File: config.mk
export PLATFORM = sky130hd
export DESIGN_NAME = uart_tx_cmd_queue
export DESIGN_NICKNAME = d
export VERILOG_FILES = /design/src/rtl/uart_tx_cmd_queue.sv
export SDC_FILE = /design/constraint.sdc
export NUM_CORES = 1
export LEC_CHECK = 0
export CORE_MARGIN = 10
export CORE_UTILIZATION = 57
export DETAILED_ROUTE_END_ITERATION = 7
export GPL_ROUTABILITY_DRIVEN = 0
export GPL_TIMING_DRIVEN = 0
export PLACE_DENSITY = 0.75
export SYNTH_ARGS = -nofsm -noshare
export SYNTH_HDL_FRONTEND = slang
export SYNTH_SLANG_ARGS = --single-unit
File: constraint.sdc
create_clock -name I_clk_10M -period 15.25 [get_ports I_clk_10M]
set_input_delay 3.05 -clock I_clk_10M [delete_from_list [all_inputs] [get_ports I_clk_10M]]
set_output_delay 3.05 -clock I_clk_10M [all_outputs]
set_load 0.01 [all_outputs]
File: src/rtl/uart_tx_cmd_queue.sv
// rtl/uart_tx_cmd_queue.sv - command queue and pacing sequencer feeding UART_TX_DATA
module uart_tx_cmd_queue #(
  parameter int DEPTH        = 16,
  parameter int ADDR_W       = 4,
  parameter int GAP_CYCLES   = 20,
  parameter int BUSY_TIMEOUT = 8
) (
  input  logic              I_clk_10M,
  input  logic              I_rst_n,
  input  logic [63:0]       I_wr_data,
  input  logic              I_wr_en,
  input  logic              I_flush,
  output logic              O_full,
  output logic              O_empty,
  output logic [ADDR_W:0]   O_level,
  output logic [63:0]       O_data,
  output logic              O_data_valid,
  input  logic              I_tx_ready,
  output logic              O_busy,
  output logic [15:0]       O_sent_cnt,
  output logic              O_overflow,
  output logic              O_timeout
);

  localparam int PTR_W = ADDR_W + 1;
  localparam int TMR_W = $clog2(BUSY_TIMEOUT + 1);
  localparam int GAP_W = $clog2(GAP_CYCLES + 1);

  typedef enum logic [2:0] {
    S_IDLE,
    S_LAUNCH,
    S_WAIT_BUSY,
    S_WAIT_DONE,
    S_GAP
  } state_e;

  state_e state_q, state_d;

  logic [63:0]      mem [DEPTH];
  logic [PTR_W-1:0] wr_ptr_q, wr_ptr_d;
  logic [PTR_W-1:0] rd_ptr_q, rd_ptr_d;
  logic [PTR_W-1:0] level_q, level_d;
  logic             full_q, full_d;
  logic             empty_q, empty_d;
  logic             overflow_q, overflow_d;

  logic [TMR_W-1:0] timer_q, timer_d;
  logic [GAP_W-1:0] gap_q, gap_d;
  logic [63:0]      data_q, data_d;
  logic             valid_q, valid_d;
  logic [15:0]      sent_q, sent_d;
  logic             timeout_q, timeout_d;

  logic push;
  logic ovf_hit;
  logic launch;
  logic timer_last;
  logic gap_last;

  // A flush swallows any push in the same cycle; full is judged on the pre-edge level,
  // so a simultaneous pop never frees a slot for a push.
  assign push       = I_wr_en && !I_flush && !full_q;
  assign ovf_hit    = I_wr_en && !I_flush && full_q;
  assign launch     = (state_q == S_IDLE) && !empty_q && I_tx_ready && !I_flush;
  assign timer_last = (timer_q == TMR_W'(BUSY_TIMEOUT - 1));
  assign gap_last   = (gap_q == GAP_W'(GAP_CYCLES - 1));

  // Command storage; contents are deliberately left unreset.
  always_ff @(posedge I_clk_10M) begin
    if (push) begin
      mem[wr_ptr_q[ADDR_W-1:0]] <= I_wr_data;
    end
  end

  // Queue bookkeeping: pointers, level and the flags derived from the next level.
  always_comb begin
    wr_ptr_d   = wr_ptr_q;
    rd_ptr_d   = rd_ptr_q;
    level_d    = level_q;
    overflow_d = overflow_q;
    if (I_flush) begin
      rd_ptr_d   = wr_ptr_q;
      level_d    = '0;
      overflow_d = 1'b0;
    end else begin
      if (push) begin
        wr_ptr_d = wr_ptr_q + PTR_W'(1);
      end
      if (launch) begin
        rd_ptr_d = rd_ptr_q + PTR_W'(1);
      end
      if (push && !launch) begin
        level_d = level_q + PTR_W'(1);
      end else if (!push && launch) begin
        level_d = level_q - PTR_W'(1);
      end
      if (ovf_hit) begin
        overflow_d = 1'b1;
      end
    end
    full_d  = (level_d == PTR_W'(DEPTH));
    empty_d = (level_d == '0);
  end

  // Queue state registers.
  always_ff @(posedge I_clk_10M or negedge I_rst_n) begin
    if (!I_rst_n) begin
      wr_ptr_q   <= '0;
      rd_ptr_q   <= '0;
      level_q    <= '0;
      full_q     <= 1'b0;
      empty_q    <= 1'b1;
      overflow_q <= 1'b0;
    end else begin
      wr_ptr_q   <= wr_ptr_d;
      rd_ptr_q   <= rd_ptr_d;
      level_q    <= level_d;
      full_q     <= full_d;
      empty_q    <= empty_d;
      overflow_q <= overflow_d;
    end
  end

  // Sequencer state register.
  always_ff @(posedge I_clk_10M or negedge I_rst_n) begin
    if (!I_rst_n) begin
      state_q <= S_IDLE;
    end else begin
      state_q <= state_d;
    end
  end

  // Sequencer next state: launch, wait for TX to go busy, wait for it to finish, pace.
  always_comb begin
    state_d = state_q;
    case (state_q)
      S_IDLE: begin
        if (launch) begin
          state_d = S_LAUNCH;
        end
      end
      S_LAUNCH: begin
        state_d = S_WAIT_BUSY;
      end
      S_WAIT_BUSY: begin
        if (!I_tx_ready) begin
          state_d = S_WAIT_DONE;
        end else if (timer_last) begin
          state_d = S_GAP;
        end
      end
      S_WAIT_DONE: begin
        if (I_tx_ready) begin
          state_d = S_GAP;
        end
      end
      S_GAP: begin
        if (gap_last) begin
          state_d = S_IDLE;
        end
      end
      default: begin
        state_d = S_IDLE;
      end
    endcase
  end

  // Sequencer outputs: data capture, valid pulse, timers, frame counter, timeout flag.
  always_comb begin
    timer_d   = '0;
    gap_d     = '0;
    data_d    = data_q;
    sent_d    = sent_q;
    timeout_d = I_flush ? 1'b0 : timeout_q;
    valid_d   = (state_d == S_LAUNCH);
    case (state_q)
      S_IDLE: begin
        if (launch) begin
          data_d = mem[rd_ptr_q[ADDR_W-1:0]];
        end
      end
      S_WAIT_BUSY: begin
        timer_d = timer_q + TMR_W'(1);
        if (I_tx_ready && timer_last) begin
          timeout_d = 1'b1;
        end
      end
      S_WAIT_DONE: begin
        if (I_tx_ready) begin
          sent_d = sent_q + 16'd1;
        end
      end
      S_GAP: begin
        gap_d = gap_q + GAP_W'(1);
      end
      default: begin
      end
    endcase
  end

  // Sequencer output registers.
  always_ff @(posedge I_clk_10M or negedge I_rst_n) begin
    if (!I_rst_n) begin
      timer_q   <= '0;
      gap_q     <= '0;
      data_q    <= '0;
      valid_q   <= 1'b0;
      sent_q    <= '0;
      timeout_q <= 1'b0;
    end else begin
      timer_q   <= timer_d;
      gap_q     <= gap_d;
      data_q    <= data_d;
      valid_q   <= valid_d;
      sent_q    <= sent_d;
      timeout_q <= timeout_d;
    end
  end

  assign O_full       = full_q;
  assign O_empty      = empty_q;
  assign O_level      = level_q;
  assign O_data       = data_q;
  assign O_data_valid = valid_q;
  assign O_busy       = (state_q != S_IDLE);
  assign O_sent_cnt   = sent_q;
  assign O_overflow   = overflow_q;
  assign O_timeout    = timeout_q;

endmodule

==> impl_metrics.env <==
export IMPL_cts_buffers=108
export IMPL_ff2ff_path_depth=7
export IMPL_grt_pass1_vias=22600
export IMPL_cp_data_arrival_time_ns=6.52
export IMPL_wirelength_mm=97.6
export IMPL_cap_violations=0
export IMPL_place_hpwl_mm=61.9
export IMPL_leakagePower_nw=16.6
export IMPL_ys_seq_area_share_pct=77.6
export IMPL_synthCells=1933
export IMPL_worst_slew_pin_slew_ns=1.18
export IMPL_post_synth_top_count_cell="edfxtp_1"
export IMPL_cpPeakStageDelay_ns=0.80
export IMPL_yosysWarnings=0
export IMPL_port_buffers=159
export IMPL_final_cells=3329
export IMPL_whs_endpoint="gap_q[0]$_DFF_PN0_"
export IMPL_cts_hold_buf=0
export IMPL_cts_resized=0
export IMPL_ys_top_cells_by_count="1024 x edfxtp_1, 256 x mux4_2, 109 x dfrtp_1, 100 x nor2_1"
export IMPL_final_util_pct=67.9
export IMPL_num_fill_cells=4492
export IMPL_final_setup_viol_count=0
export IMPL_combPwrFrac_pct=25.6
export IMPL_place_area_mm2=0.0471
export IMPL_power_switching_mw=2.35
export IMPL_finClkSkew_ns=0.0223
export IMPL_tritoncts="built"
export IMPL_ios=160
export IMPL_layout_drive_gt1_share_pct=25.4
export IMPL_yosys_area_top_type="edfxtp_1"
export IMPL_overflow=0
export IMPL_ys_ff_latch=1134
export IMPL_synth_edf_count=1024
export IMPL_synth_top_area_share_pct=71.3
export IMPL_syn_area_per_cell_um2=22.3
export IMPL_area_growth_pct=17.5
export IMPL_ys_types=45
export IMPL_syn_area_mm2=0.0431
export IMPL_num_vias=21100
export IMPL_tns_ns=0
export IMPL_crit_type="in -> reg"
export IMPL_cts_setup_buffers=0
export IMPL_pwr_share_seq_pct=43.2
export IMPL_clock_insertion_delay_worst_skew_ns=0.67
export IMPL_start_util_pct=57.8
export IMPL_whs_ns=0.461
export IMPL_drc_errors=0
export IMPL_worstPathMaxFanout=10
export IMPL_synthesis_nets=2012
export IMPL_p_sw_share_pct=27.0
export IMPL_timing_critical_path_cells="clkdlybuf4s50_1 > and2b_1 > nand3b_1 > or2_1 > clkbuf_1 > clkbuf_1 > nor2_1 > a221o_1"
export IMPL_cts_clk_slew_worst_paths_ns=0.06
export IMPL_fin_crit_ns=5.97
export IMPL_die_w_um=295
export IMPL_p_int_mw=6.35
export IMPL_grt_max_degree=66
export IMPL_via_per_inst=6.35
export IMPL_r2r_start="O_empty$_DFF_PN1_"
export IMPL_rows=100
export IMPL_hold_start="gap_q[0]$_DFF_PN0_"
export IMPL_dp_cells=3123
export IMPL_rsz0062_at_grt="no"
export IMPL_core_mm2=0.0747
export IMPL_pre_cts_ws_ns=8.74
export IMPL_firstDrtPassIters=5
export IMPL_grt_antenna_before_repair=5
export IMPL_finalMaxSlewViolations=0
export IMPL_clockRootBuffer="clkbuf_16"
export IMPL_hold_class="reg -> reg"
export IMPL_min_path_cells=1
export IMPL_cts_buffer_depth=3
export IMPL_die_y_um=295
export IMPL_r2r_slack_ns=11.70
export IMPL_vdd_ir_drop_max_mv=0.105
export IMPL_crit_path_end_kind="flop"
export IMPL_grt_total_usage_pct=22.9
export IMPL_p_clk_share_pct=31.2
export IMPL_startpoint_type="input port"
export IMPL_synth_area_leaders="edfxtp_1 71%, mux4_2 13%, dfrtp_1 6.3%, mux2_2 1.7%, mux2i_1 1.6%"
export IMPL_dieArea_mm2=0.0871
export IMPL_cp_slowest_cell="clkbuf_1"
export IMPL_power_mw=8.70
export IMPL_critical_path_required_ns=15.80
export IMPL_cts_sinks=1134
export IMPL_drt_iter0_drc=2384
export IMPL_fmaxAchievable_ghz=0.168
export IMPL_finalHoldViolCount=0
export IMPL_nets=2343
export IMPL_cp_common_cell="clkbuf_1"
export IMPL_ant_nets=0
export IMPL_synth_flop_cell="edfxtp_1"
export IMPL_slew_headroom_pct=21.3
export IMPL_async_flop_share_pct=9.70
export IMPL_worst_slack_ns=9.28
export IMPL_status="finished, final reports clean"
export IMPL_r2r_end="O_data[9]$_DFFE_PN0P_"
export IMPL_post_route_period_util_pct=39.1
export IMPL_design_area_mm2=0.0507
export IMPL_wire_per_inst_um=29.3
export IMPL_grt_pass1_wl_mm=147
export IMPL_cts_max_level=3
export IMPL_powerDensity_mw_per_mm2=171
[layout by cell type (no fill, tap or decap), drive strengths merged, types with 2 or more instances in the layout]
master and count:
and2 4, mux2i 67, clkinv 25, dfrtp 109, mux2 68, nand2 29, a21oi 4, nor2b 4
o21ai 8, edfxtp 1024, bufinv 10, nand4b 2, clkdlybuf4s50 158, nand4 8, xor2 9, and3 3
a221o 63, o211ai 2, clkbuf 224, nand2b 4, nor2 100, nand3 6, mux4 256, or2 4
buf 108, ha 10, nor3 8, xnor2 19, inv 12
[power groups by stage]
stage	Combinational [mW]	Sequential [mW]	Clock, mW
after floorplan	1.43	3.82	0
after global placement	2.12	3.84	0
after detailed placement	2.23	3.81	0
after CTS	2.26	3.76	2.75
after global routing	2.38	3.77	2.87
final	2.23	3.76	2.71
[cell type report]
class	instances	area [um2]	share of cell area, %
clock buffers	169	3170	6.26
clock inverters	36	464	0.915
plain buffers	100	483	0.952
inverters	11	41.3	0.0814
repair buffers	221	2610	5.14
diodes	1	2.50	0.00493
flip-flops and latches	1134	33500	66.1
multi-input cells	688	9230	18.2
well taps	969	1210	2.39
[worst max path at each step]
stage                           from                     to  slack [ns]  cells after the start
final                     I_tx_ready  O_data[9]$_DFFE_PN0P_        9.28                      8
after global routing      I_tx_ready  O_data[9]$_DFFE_PN0P_        9.22                      8
after CTS                 I_tx_ready  O_data[9]$_DFFE_PN0P_        9.38                      8
after detailed placement  I_tx_ready  O_data[9]$_DFFE_PN0P_        8.74                      8
after global placement       I_wr_en   mem[0][12]$_DFFE_PP_        1.17                      6
after floorplan              I_flush    mem[3][0]$_DFFE_PP_        6.54                      4
[flip-flops by register name, indices dropped and copies added (netlist names), 3 cells and up]
signal,flops
mem,1024
timer_q,4
wr_ptr_q,4
state_q,3
rd_ptr_q,4
O_data,64
gap_q,5
O_level,5
O_sent_cnt,16
[logic make-up after synthesis]
logic type	after synthesis	synth area share (%)
compound gates	82	1.74
xor+xnor	28	0.568
fa+ha+maj	10	0.290
buf+inv	111	1.22
flops	1134	77.6
mux	391	16.7
simple gates	177	1.85
[critical path: cells and delay by family]
| family | cells | cell delay, ns |
|---|---|---|
| compound gates | 1 | 0.30 |
| simple gates | 4 | 1.19 |
| buf+inv | 3 | 1.95 |
[metal layers]
metal | up-vias | wire (um) | track usage [%]
met5 | - | 47 | 0
met4 | 6 | 2520 | 7.03
met3 | 174 | 7920 | 4.18
met2 | 996 | 49600 | 38.4
met1 | 11200 | 37400 | 30.4
li1 | 8716 | - | -
Power figures use the tool's default switching activity.
